==> config.mk <==
export PLATFORM = sky130hd
export DESIGN_NAME = pc060ha_master_seq_flat
export DESIGN_NICKNAME = d
export VERILOG_FILES = /design/src/rtl/pc060ha_pkg.sv /design/src/rtl/pc060ha_master_seq_if.sv /design/src/rtl/pc060ha_bus_cycle.sv /design/src/rtl/pc060ha_master_seq.sv /design/src/flat_wrapper.sv
export SDC_FILE = /design/constraint.sdc
export NUM_CORES = 1
export LEC_CHECK = 0
export CORE_UTILIZATION = 50
export CTS_CLUSTER_SIZE = 40
export DETAILED_ROUTE_END_ITERATION = 10
export HOLD_SLACK_MARGIN = 0.03
export PLACE_DENSITY = 0.73
export SYNTH_ARGS = -nofsm -noshare
export SYNTH_HDL_FRONTEND = slang
export SYNTH_HIERARCHICAL = 1
export SYNTH_SLANG_ARGS = --single-unit
==> constraint.sdc <==
create_clock -name MCLK -period 4.5 [get_ports MCLK]
set_input_delay 0.675 -clock MCLK [delete_from_list [all_inputs] [get_ports MCLK]]
set_output_delay 0.675 -clock MCLK [all_outputs]
set_load 0.1 [all_outputs]
==> src/rtl/pc060ha_pkg.sv <==
// PC060HA master-side sequencer: shared types and constants.
// Op codes, index map, flag positions and FSM encodings.
package pc060ha_pkg;

  typedef enum logic [1:0] {
    OP_SEND  = 2'd0,
    OP_RECV  = 2'd1,
    OP_SRST  = 2'd2,
    OP_FLAGS = 2'd3
  } op_e;

  localparam logic [3:0] IDX_PAIR0 = 4'd0;
  localparam logic [3:0] IDX_PAIR1 = 4'd2;
  localparam logic [3:0] IDX_CTRL  = 4'd4;

  localparam int F_M2S0 = 0;
  localparam int F_M2S1 = 1;
  localparam int F_S2M0 = 2;
  localparam int F_S2M1 = 3;

  typedef enum logic [3:0] {
    S_IDLE,
    S_IDX_CTRL,
    S_POLL,
    S_POLL_WAIT,
    S_IDX_DATA,
    S_XFER_LO,
    S_XFER_HI,
    S_CTRL_WR,
    S_RESP
  } state_e;

  typedef enum logic [1:0] {
    BC_IDLE,
    BC_ADDR,
    BC_STRB,
    BC_RCVR
  } bc_e;

  function automatic logic [3:0] pair_idx(
    input logic p
  );
    return p ? IDX_PAIR1 : IDX_PAIR0;
  endfunction

  // SEND waits for its m2s slot to drain, RECV for s2m data
  function automatic logic poll_ok(
    input op_e        op,
    input logic       p,
    input logic [3:0] f
  );
    if (op == OP_SEND)
      return p ? !f[F_M2S1] : !f[F_M2S0];
    return p ? f[F_S2M1] : f[F_S2M0];
  endfunction

endpackage

==> src/rtl/pc060ha_master_seq_if.sv <==
// Host command/response handshake of the PC060HA master sequencer.
// master = host glue logic, slave = sequencer.
interface pc060ha_master_seq_if;
  logic       cmd_valid;
  logic       cmd_ready;
  logic [1:0] cmd_op;
  logic       cmd_pair;
  logic [7:0] cmd_data;
  logic       rsp_valid;
  logic [7:0] rsp_data;
  logic       rsp_err;

  modport master (
    output cmd_valid, cmd_op, cmd_pair, cmd_data,
    input  cmd_ready, rsp_valid, rsp_data, rsp_err
  );

  modport slave (
    input  cmd_valid, cmd_op, cmd_pair, cmd_data,
    output cmd_ready, rsp_valid, rsp_data, rsp_err
  );
endinterface

==> src/rtl/pc060ha_bus_cycle.sv <==
// One PC060HA master access: ADDR, STROBE_CYC strobe clocks, RECOVER.
// Pins are registered from the next phase so they never glitch.
module pc060ha_bus_cycle
  import pc060ha_pkg::*;
#(
  parameter int STROBE_CYC = 2
) (
  input  logic       MCLK,
  input  logic       nIC,
  input  logic       start,
  input  logic       is_read,
  input  logic       a0,
  input  logic [3:0] wdata,
  output logic       done,
  output logic [3:0] rdata,
  output logic       nMCS,
  output logic       nMRD,
  output logic       nMWR,
  output logic       MA0,
  output logic [3:0] MD_OUT,
  output logic       MD_OE,
  input  logic [3:0] MD_IN
);

  localparam logic [7:0] SLAST = 8'(STROBE_CYC - 1);

  bc_e        ph;
  bc_e        ph_n;
  logic [7:0] cnt;
  logic       rd_q;
  logic       load;
  logic       rd_n;

  assign done = (ph == BC_RCVR);
  assign load = start && (ph == BC_IDLE || ph == BC_RCVR);
  assign rd_n = load ? is_read : rd_q;

  always_comb begin
    ph_n = ph;
    unique case (ph)
      BC_IDLE: if (start) ph_n = BC_ADDR;
      BC_ADDR: ph_n = BC_STRB;
      BC_STRB: if (cnt == SLAST) ph_n = BC_RCVR;
      BC_RCVR: ph_n = start ? BC_ADDR : BC_IDLE;
      default: ph_n = BC_IDLE;
    endcase
  end

  always_ff @(posedge MCLK or negedge nIC) begin
    if (!nIC) begin
      ph     <= BC_IDLE;
      cnt    <= 8'd0;
      rd_q   <= 1'b0;
      rdata  <= 4'h0;
      nMCS   <= 1'b1;
      nMRD   <= 1'b1;
      nMWR   <= 1'b1;
      MA0    <= 1'b0;
      MD_OUT <= 4'h0;
      MD_OE  <= 1'b0;
    end else begin
      ph  <= ph_n;
      cnt <= (ph == BC_STRB) ? cnt + 8'd1 : 8'd0;
      // MA0 settles in ADDR, ahead of the nMCS fall that latches it
      if (load) begin
        rd_q   <= is_read;
        MA0    <= a0;
        MD_OUT <= wdata;
      end
      MD_OE <= (ph_n != BC_IDLE) && !rd_n;
      nMCS  <= !(ph_n == BC_STRB);
      nMRD  <= !(ph_n == BC_STRB && rd_n);
      nMWR  <= !(ph_n == BC_STRB && !rd_n);
      if (ph == BC_STRB && cnt == SLAST)
        rdata <= MD_IN;
    end
  end

endmodule

==> src/rtl/pc060ha_master_seq.sv <==
// PC060HA master bus initiator: byte commands to nibble bus cycles.
// Handles control-index setup, flag polling and nibble ordering.
module pc060ha_master_seq
  import pc060ha_pkg::*;
#(
  parameter int STROBE_CYC = 2,
  parameter int POLL_GAP   = 0,
  parameter int POLL_LIMIT = 0
) (
  input  logic                       MCLK,
  input  logic                       nIC,
  pc060ha_master_seq_if.slave        hst,
  output logic                       nMCS,
  output logic                       nMRD,
  output logic                       nMWR,
  output logic                       MA0,
  output logic [3:0]                 MD_OUT,
  output logic                       MD_OE,
  input  logic [3:0]                 MD_IN
);

  localparam logic [7:0]  GLAST = 8'(POLL_GAP - 1);
  localparam logic [15:0] PLAST = 16'(POLL_LIMIT - 1);

  state_e      st;
  state_e      st_n;
  op_e         op_q;
  logic        pair_q;
  logic [7:0]  dat_q;
  logic [3:0]  lo_q;
  logic [15:0] polls;
  logic [7:0]  gcnt;
  logic        accept;
  logic        limit_hit;
  logic        start;
  logic        is_read;
  logic        a0;
  logic [3:0]  wdata;
  logic        done;
  logic [3:0]  rdata;
  logic [7:0]  rsp_d_n;
  logic        rsp_e_n;

  assign accept    = hst.cmd_valid && hst.cmd_ready;
  assign limit_hit = (POLL_LIMIT != 0) && (polls == PLAST);

  always_comb begin
    st_n    = st;
    start   = 1'b0;
    rsp_d_n = 8'h00;
    rsp_e_n = 1'b0;
    unique case (st)
      S_IDLE: if (accept) begin
        st_n  = S_IDX_CTRL;
        start = 1'b1;
      end
      S_IDX_CTRL: if (done) begin
        st_n  = (op_q == OP_SRST) ? S_CTRL_WR : S_POLL;
        start = 1'b1;
      end
      S_POLL: if (done) begin
        if (op_q == OP_FLAGS) begin
          st_n    = S_RESP;
          rsp_d_n = {4'h0, rdata};
        end else if (poll_ok(op_q, pair_q, rdata)) begin
          st_n  = S_IDX_DATA;
          start = 1'b1;
        end else if (limit_hit) begin
          st_n    = S_RESP;
          rsp_e_n = 1'b1;
        end else if (POLL_GAP == 0) begin
          st_n  = S_POLL;
          start = 1'b1;
        end else begin
          st_n = S_POLL_WAIT;
        end
      end
      S_POLL_WAIT: if (gcnt == GLAST) begin
        st_n  = S_POLL;
        start = 1'b1;
      end
      S_IDX_DATA: if (done) begin
        st_n  = S_XFER_LO;
        start = 1'b1;
      end
      S_XFER_LO: if (done) begin
        st_n  = S_XFER_HI;
        start = 1'b1;
      end
      S_XFER_HI: if (done) begin
        st_n = S_RESP;
        if (op_q == OP_RECV)
          rsp_d_n = {rdata, lo_q};
      end
      S_CTRL_WR: if (done) st_n = S_RESP;
      S_RESP:    st_n = S_IDLE;
      default:   st_n = S_IDLE;
    endcase
  end

  // Access parameters belong to the state being entered
  always_comb begin
    is_read = 1'b0;
    a0      = 1'b0;
    wdata   = IDX_CTRL;
    unique case (st_n)
      S_POLL: begin
        is_read = 1'b1;
        a0      = 1'b1;
        wdata   = 4'h0;
      end
      S_IDX_DATA: wdata = pair_idx(pair_q);
      S_XFER_LO: begin
        is_read = (op_q == OP_RECV);
        a0      = 1'b1;
        wdata   = dat_q[3:0];
      end
      S_XFER_HI: begin
        is_read = (op_q == OP_RECV);
        a0      = 1'b1;
        wdata   = dat_q[7:4];
      end
      S_CTRL_WR: begin
        a0    = 1'b1;
        wdata = {3'b000, dat_q[0]};
      end
      default: ;
    endcase
  end

  always_ff @(posedge MCLK or negedge nIC) begin
    if (!nIC) begin
      st            <= S_IDLE;
      op_q          <= OP_SEND;
      pair_q        <= 1'b0;
      dat_q         <= 8'h00;
      lo_q          <= 4'h0;
      polls         <= 16'd0;
      gcnt          <= 8'd0;
      hst.cmd_ready <= 1'b0;
      hst.rsp_valid <= 1'b0;
      hst.rsp_data  <= 8'h00;
      hst.rsp_err   <= 1'b0;
    end else begin
      st            <= st_n;
      hst.cmd_ready <= (st_n == S_IDLE);
      hst.rsp_valid <= (st_n == S_RESP);
      if (st_n == S_RESP) begin
        hst.rsp_data <= rsp_d_n;
        hst.rsp_err  <= rsp_e_n;
      end
      if (accept) begin
        op_q   <= op_e'(hst.cmd_op);
        pair_q <= hst.cmd_pair;
        dat_q  <= hst.cmd_data;
      end
      if (st == S_XFER_LO && done)
        lo_q <= rdata;
      if (st == S_IDX_CTRL)
        polls <= 16'd0;
      else if (st == S_POLL && done)
        polls <= polls + 16'd1;
      gcnt <= (st == S_POLL_WAIT) ? gcnt + 8'd1 : 8'd0;
    end
  end

  pc060ha_bus_cycle #(
    .STROBE_CYC (STROBE_CYC)
  ) u_bus (
    .MCLK    (MCLK),
    .nIC     (nIC),
    .start   (start),
    .is_read (is_read),
    .a0      (a0),
    .wdata   (wdata),
    .done    (done),
    .rdata   (rdata),
    .nMCS    (nMCS),
    .nMRD    (nMRD),
    .nMWR    (nMWR),
    .MA0     (MA0),
    .MD_OUT  (MD_OUT),
    .MD_OE   (MD_OE),
    .MD_IN   (MD_IN)
  );

endmodule
==> src/flat_wrapper.sv <==
// flat-port wrapper written by rule: the top's interface ports become plain ports
module pc060ha_master_seq_flat import pc060ha_pkg::*;
#(
  parameter int STROBE_CYC = 2,
  parameter int POLL_GAP   = 0,
  parameter int POLL_LIMIT = 0
)
  (MCLK, nIC, nMCS, nMRD, nMWR, MA0, MD_OUT, MD_OE, MD_IN, hst_cmd_valid, hst_cmd_op, hst_cmd_pair, hst_cmd_data, hst_cmd_ready, hst_rsp_valid, hst_rsp_data, hst_rsp_err);
  pc060ha_master_seq_if hst_i ();
  input  logic MCLK;
  input  logic nIC;
  output logic nMCS;
  output logic nMRD;
  output logic nMWR;
  output logic MA0;
  output logic [3:0] MD_OUT;
  output logic MD_OE;
  input  logic [3:0] MD_IN;
  input wire logic [$bits(hst_i.cmd_valid)-1:0] hst_cmd_valid;
  input wire logic [$bits(hst_i.cmd_op)-1:0] hst_cmd_op;
  input wire logic [$bits(hst_i.cmd_pair)-1:0] hst_cmd_pair;
  input wire logic [$bits(hst_i.cmd_data)-1:0] hst_cmd_data;
  output wire logic [$bits(hst_i.cmd_ready)-1:0] hst_cmd_ready;
  output wire logic [$bits(hst_i.rsp_valid)-1:0] hst_rsp_valid;
  output wire logic [$bits(hst_i.rsp_data)-1:0] hst_rsp_data;
  output wire logic [$bits(hst_i.rsp_err)-1:0] hst_rsp_err;
  assign hst_i.cmd_valid = hst_cmd_valid;
  assign hst_i.cmd_op = hst_cmd_op;
  assign hst_i.cmd_pair = hst_cmd_pair;
  assign hst_i.cmd_data = hst_cmd_data;
  assign hst_cmd_ready = hst_i.cmd_ready;
  assign hst_rsp_valid = hst_i.rsp_valid;
  assign hst_rsp_data = hst_i.rsp_data;
  assign hst_rsp_err = hst_i.rsp_err;
  pc060ha_master_seq #(.STROBE_CYC(STROBE_CYC), .POLL_GAP(POLL_GAP), .POLL_LIMIT(POLL_LIMIT)) u_core (.MCLK(MCLK), .nIC(nIC), .hst(hst_i), .nMCS(nMCS), .nMRD(nMRD), .nMWR(nMWR), .MA0(MA0), .MD_OUT(MD_OUT), .MD_OE(MD_OE), .MD_IN(MD_IN));
endmodule
==> flow_metrics.env, run 1 <==
export IMPL_root_buffer="clkbuf_8"
export IMPL_ant_nets=0
export IMPL_crit_cells=11
export IMPL_area_growth_syn_to_layout_pct=22.3
export IMPL_start_kind="input port"
export IMPL_die_area_um2=6150
export IMPL_peakVddDrop_uv=160
export IMPL_ys_warnings_count=6
export IMPL_clk_pin_slew_worst_paths_ns=0.07
export IMPL_r2r_start="u_core/u_bus/ph[1]"
export IMPL_worstPathRequired_ns=4.74
export IMPL_endpoint_kind="register"
export IMPL_vias=2020
export IMPL_synth_area_um2=2920
export IMPL_post_drt_wl_per_cell_um=15.2
export IMPL_grt_overflow_total=0
export IMPL_dieWidth_um=78.4
export IMPL_timing_critical_path_from="hst_cmd_valid"
export IMPL_start_util_pct=52.4
export IMPL_synth_seq_cells=61
export IMPL_critical_path_class="input port to register"
export IMPL_worstMarginPinSlew_ns=0.973
export IMPL_power_mw=1.21
export IMPL_setup_tns_final_ns=0
export IMPL_cts_buffers=9
export IMPL_core_area_um2=5570
export IMPL_cpPeakStageDelay_ns=0.52
export IMPL_final_cells=361
export IMPL_cts_htree_levels=3
export IMPL_p_per_area_nw_per_um2=338
export IMPL_layout_commonest_cell="dfrtp_1"
export IMPL_multi_input_area_um2=1270
export IMPL_sw_frac_of_total_pct=18.8
export IMPL_layout_area_seq_um2=1530
export IMPL_power_frac_seq_pct=45.8
export IMPL_ios=38
export IMPL_worst_hold_path_type="register to register"
export IMPL_n_antenna_cell=0
export IMPL_die_y_um=78.4
export IMPL_p_leak_nw=1.61
export IMPL_reg2reg_depth=9
export IMPL_avgSynthCellArea_um2=11.9
export IMPL_utilization_pct=64.1
export IMPL_crit_path_max_fanout=13
export IMPL_combinationalPowerShare_pct=2.8
export IMPL_globalplace_congestion=0.774
export IMPL_grt_start_max_net_pins=62
export IMPL_rrSetupSlack_ns=1.41
export IMPL_antenna_found_initial=0
export IMPL_crit_buf_inv=3
export IMPL_cts_sinks=61
export IMPL_power_switching_mw=0.227
export IMPL_hold_buffers=0
export IMPL_async_reset_ff_share_pct=100
export IMPL_status="finished clean"
export IMPL_synth_cells=245
export IMPL_worst_r2r_endpoint="u_core/u_bus/MD_OE"
export IMPL_postCtsSetupBuffers=0
export IMPL_synth_enable_flop_cells=0
export IMPL_rsz0062_at_grt="no"
export IMPL_cts_tree="done"
export IMPL_cts_path_max_buffers=2
export IMPL_p_int_mw=0.980
export IMPL_layout_common_cells="58 x dfrtp_1, 35 x clkdlybuf4s50_1, 20 x mux2_2, 17 x nor2_1"
export IMPL_ys_seq_area_share_pct=52.4
export IMPL_dp_cells=345
export IMPL_cts_resized=0
export IMPL_synth_distinct_cells=54
export IMPL_cpMostUsedCell="a21oi_1"
export IMPL_cp_arrival_ns=3.44
export IMPL_fillers=444
export IMPL_post_route_min_period_ns=3.20
export IMPL_ys_flop_type="dfrtp_1"
export IMPL_slew_headroom_pct=34.9
export IMPL_synth_fp_nets=269
export IMPL_io_buffers=36
export IMPL_routed_via_density=5.60
export IMPL_clock_fmax_mhz=313
export IMPL_clock_latency_ns=0.33
export IMPL_finalCritPeriodShare_pct=71.1
export IMPL_clkPwrFrac_pct=51.4
export IMPL_finClkSkew_ns=0.00693
export IMPL_endpoint="u_core/u_bus/MD_OE"
export IMPL_hold_violations=0
export IMPL_path_delay_family="simple AND/OR/NAND/NOR gates"
export IMPL_grt_pass1_vias=2009
export IMPL_crit_chain="clkdlybuf4s50_1 > nand2_1 > buf_4 > or3_1 > a21oi_1 > a41oi_1 > a21oi_1 > nor2b_1 > mux2i_1 > inv_1 > a211oi_2"
export IMPL_slew_violations=0
export IMPL_track_usage_pct=20.3
export IMPL_drcViolationCount=0
export IMPL_finalSetupViolations=0
export IMPL_grt_pass1_wl_mm=9.47
export IMPL_finalNetCount=308
export IMPL_hpwl_mm=3.63
export IMPL_critPathSlowestCell="nor2b_1"
export IMPL_dr_pass1_iters=4
export IMPL_drtIter0Drc=198
export IMPL_wl_mm=5.50
export IMPL_drv_cap=0
export IMPL_rows=27
export IMPL_drive_gt1_share_pct=20.1
[worst min-delay path by stage]
stage | startpoint | end | slack, ns | cells past startpoint
finish | u_core/gcnt[0] | u_core/gcnt[0] | 0.45 | 1
global route | u_core/gcnt[0] | u_core/gcnt[0] | 0.48 | 1
CTS | u_core/gcnt[0] | u_core/gcnt[0] | 0.45 | 1
detailed placement | u_core/gcnt[0] | u_core/gcnt[0] | 0.45 | 1
global placement | u_core/gcnt[0] | u_core/gcnt[0] | 0.44 | 1
floorplan | nIC | u_core/dat_q[0] | 0.38 | 0
[sequential cells by signal, summed over array words and instances (netlist names), 2 cells and up]
| register | cells |
|---|---|
| u_core/dat_q | 8 |
| u_core/gcnt | 8 |
| u_core/hst.rsp_data | 8 |
| u_core/u_bus/cnt | 8 |
| u_core/lo_q | 4 |
| u_core/st | 4 |
| u_core/u_bus/MD_OUT | 4 |
| u_core/u_bus/rdata | 4 |
| u_core/op_q | 2 |
| u_core/u_bus/ph | 2 |
[kinds of logic (layout without fill, tap and decap cells)]
family / count (synthesis) / count (layout) / synth area share (%)
AOI/OAI and AO/OA: 48 / 48 / 12.6
xor gates and xnor gates: 9 / 9 / 2.70
adders and majority gates: 6 / 6 / 2.57
buffers and inverters: 23 / 67 / 4.03
DFF: 61 / 61 / 52.4
muxes: 27 / 27 / 11.2
other: 1 / 1 / 0.128
and+or+nand+nor: 70 / 70 / 14.4
[final cells by class]
type                       instances  share of cell area (%)
inverter                          13                    1.37
tap                               72                    2.52
clock inverter                     3                    2.52
sequential                        61                    42.9
timing repair buffer              38                    10.4
clock buffer                      13                    4.73
multi-input combinational        161                    35.6
[routing by layer]
layer / wire, um / up-vias / GRT usage (%)
met3: 212 / 10 / 4.53
met5: 0 / - / 0
met1: 2530 / 1001 / 25.9
met2: 2690 / 47 / 32.8
met4: 76 / 0 / 10.0
li1: - / 962 / -
[Yosys cell counts (3+ instances only)]
| master | number | area, um^2 |
|---|---|---|
| buf_4 | 3 | 22.5 |
| or3_1 | 3 | 18.8 |
| nand2_1 | 12 | 45.0 |
| a22o_1 | 8 | 70.1 |
| a21oi_1 | 6 | 30.0 |
| a32o_1 | 4 | 40.0 |
| dfstp_2 | 3 | 78.8 |
| nor2_1 | 17 | 63.8 |
| nand3_1 | 8 | 40.0 |
| ha_1 | 6 | 75.1 |
| and3_1 | 6 | 37.5 |
| mux2_4 | 4 | 60.1 |
| nor2b_1 | 4 | 25.0 |
| buf_2 | 4 | 20.0 |
| xor2_1 | 5 | 43.8 |
| o21ai_0 | 6 | 30.0 |
| dfrtp_1 | 58 | 1450 |
| inv_1 | 12 | 45.0 |
| a21boi_0 | 3 | 22.5 |
| nand2b_1 | 3 | 18.8 |
| mux2_2 | 20 | 225 |
| o211ai_1 | 4 | 30.0 |
| xnor2_1 | 4 | 35.0 |
[metrics by stage]
| stage | cell area [um^2] | worst slack, ns | hold slack, ns |
|---|---|---|---|
| detailed placement | 3310 | 1.05 | 0.446 |
| global placement | 3310 | 1.15 | 0.443 |
| finish | 3570 | 1.30 | 0.455 |
| global route | 3570 | 1.19 | 0.478 |
| CTS | 3570 | 1.35 | 0.454 |
| floorplan | 2920 | 1.73 | 0.379 |
[power by group through the flow]
stage	sequential [mW]	combinational (mW)	clock, mW
6_report	0.553	0.0332	0.621
4_1_cts	0.553	0.0346	0.632
2_1_floorplan	0.562	0.00822	0
3_5_place_dp	0.563	0.0344	0
3_3_place_gp	0.563	0.0342	0
5_1_grt	0.553	0.0370	0.661
(Power assumes the default switching activity.)
==> run 2: changes to the inputs <==
- clock period: 4.5 -> 3.19 ns (I/O delays scaled with it)
==> run 2 against run 1 <==
Net effect: global-route usage decreased by 0.32 points; first-iteration DRC count fell by 16%; clock power increased by 20%; clock skew is essentially flat; count of clock-buffer cells in the layout fell by 2; total power is 30% higher; critical path type is now register to register.
==> flow_metrics.env, run 2 (synthesis results as in run 1) <==
export IMPL_status="finished clean"
export IMPL_final_cells=362
export IMPL_critPathSlowestCell="ha_1"
export IMPL_drcViolationCount=0
export IMPL_ios=38
export IMPL_path_delay_family="simple AND/OR/NAND/NOR gates"
export IMPL_clock_fmax_mhz=380
export IMPL_cts_path_max_buffers=2
export IMPL_fin_hold_ws_ns=0.279
export IMPL_grt_pass1_vias=1925
export IMPL_slew_headroom_pct=35.6
export IMPL_post_route_min_period_ns=2.63
export IMPL_clk_pin_slew_worst_paths_ns=0.06
export IMPL_start_kind="register"
export IMPL_crit_path_max_fanout=19
export IMPL_slew_violations=0
export IMPL_crit_buf_inv=2
export IMPL_io_buffers=36
export IMPL_power_frac_seq_pct=49.6
export IMPL_area_growth_syn_to_layout_pct=20.0
export IMPL_drive_gt1_share_pct=25.5
export IMPL_n_antenna_cell=0
export IMPL_track_usage_pct=20.0
export IMPL_dr_pass1_iters=4
export IMPL_power_mw=1.57
export IMPL_cts_sinks=61
export IMPL_cpPeakStageDelay_ns=0.44
export IMPL_drtIter0Drc=167
export IMPL_p_per_area_nw_per_um2=449
export IMPL_cts_resized=0
export IMPL_setup_tns_final_ns=0
export IMPL_core_area_um2=5570
export IMPL_postCtsSetupBuffers=0
export IMPL_cts_tree="done"
export IMPL_grt_start_max_net_pins=62
export IMPL_finalCritPeriodShare_pct=82.5
export IMPL_die_area_um2=6150
export IMPL_finClkSkew_ns=0.00683
export IMPL_critical_path_class="register to register"
export IMPL_drv_cap=0
export IMPL_cts_buffers=9
export IMPL_layout_common_cells="58 x dfrtp_1, 20 x clkdlybuf4s50_1, 20 x mux2_2, 19 x buf_4, 17 x nor2_1"
export IMPL_hold_violations=0
export IMPL_post_drt_wl_per_cell_um=14.4
export IMPL_rsz0062_at_grt="no"
export IMPL_hold_buffers=0
export IMPL_crit_chain="ha_1 > and3b_1 > o211ai_1 > a41oi_1 > nor2_1 > inv_2 > nand3_1 > a22oi_1 > mux2i_1 > inv_1 > a211oi_2"
export IMPL_power_switching_mw=0.319
export IMPL_ant_nets=0
export IMPL_endpoint_kind="register"
export IMPL_worst_hold_path_type="input port to asynchronous set/reset pin"
export IMPL_dieWidth_um=78.4
export IMPL_p_leak_nw=1.62
export IMPL_die_y_um=78.4
export IMPL_root_buffer="clkbuf_8"
export IMPL_combinationalPowerShare_pct=2.9
export IMPL_rows=27
export IMPL_globalplace_congestion=0.783
export IMPL_layout_commonest_cell="dfrtp_1"
export IMPL_dp_cells=347
export IMPL_grt_pass1_wl_mm=9.36
export IMPL_finalSetupViolations=0
export IMPL_sw_frac_of_total_pct=20.3
export IMPL_cp_arrival_ns=2.88
export IMPL_p_int_mw=1.25
export IMPL_clock_latency_ns=0.33
export IMPL_vias=1994
export IMPL_routed_via_density=5.51
export IMPL_wl_mm=5.23
export IMPL_cts_htree_levels=3
export IMPL_antenna_found_initial=0
export IMPL_finalNetCount=310
export IMPL_clkPwrFrac_pct=47.5
export IMPL_worstMarginPinSlew_ns=0.962
export IMPL_worstPathRequired_ns=3.44
export IMPL_start_util_pct=52.4
export IMPL_utilization_pct=62.9
export IMPL_hpwl_mm=3.61
export IMPL_peakVddDrop_uv=325
export IMPL_grt_overflow_total=0
run 2: cell count changes in the layout (fill, tap and decap cells not counted), sizes merged:
cell,change
clkdlybuf4s50,-15
clkbuf,-2
bufinv,-1
clkinv,+1
buf,+17
clkinvlp,+1
run 2: power by group through the flow:
stage / combinational [mW] / sequential [mW] / clock, mW
3_3_place_gp: 0.0477 / 0.794 / 0
4_1_cts: 0.0479 / 0.780 / 0.764
5_1_grt: 0.0520 / 0.780 / 0.806
3_5_place_dp: 0.0477 / 0.794 / 0
6_report: 0.0463 / 0.780 / 0.747
2_1_floorplan: 0.0116 / 0.793 / 0
run 2: routing by layer:
layer  global-route usage (%)  part of all wire [%]
met1                     27.5                    49
met2                     29.7                    46
met3                     5.00                   3.5
met4                     9.44                   1.6
met5                        0                     0
run 2: worst reg2reg max path: stages, from the launching register on:
cell and delay (ns):
dfrtp_1 0.42, ha_1 0.44, and3b_1 0.31, o211ai_1 0.17, a41oi_1 0.08, nor2_1 0.30, inv_2 0.13, nand3_1 0.11
a22oi_1 0.09, mux2i_1 0.20, inv_1 0.10, a211oi_2 0.20
run 2: final timing paths:
check	slack [ns]	start	cells past startpoint	endpoint
worst max-delay path	0.56	u_core/u_bus/ph[0]	11	u_core/u_bus/MD_OE
worst min-delay path	0.28	nIC	2	u_core/hst.rsp_data[7]
worst max register to register	0.56	u_core/u_bus/ph[0]	11	u_core/u_bus/MD_OE
worst min register to register	0.46	u_core/gcnt[0]	1	u_core/gcnt[0]
max in group asynchronous	2.39	nIC	2	u_core/u_bus/cnt[3]
min in group MCLK	0.46	u_core/gcnt[0]	1	u_core/gcnt[0]
run 2: layout make-up:
cell class | instances | area [um^2]
clock inverters | 4 | 72.6
inverters | 13 | 48.8
fillers | 458 | 2070
multi-input cells | 161 | 1270
well taps | 72 | 90.1
clock buffers | 11 | 141
flip-flops and latches | 61 | 1530
repair buffers | 40 | 348
run 2: through the flow:
stage / setup slack (ns) / area [um^2]
final: 0.558 / 3500
after global routing: 0.318 / 3500
after CTS: 0.555 / 3500
after floorplan: 0.423 / 2920
after detailed placement: 0.489 / 3290
after global placement: 0.527 / 3290
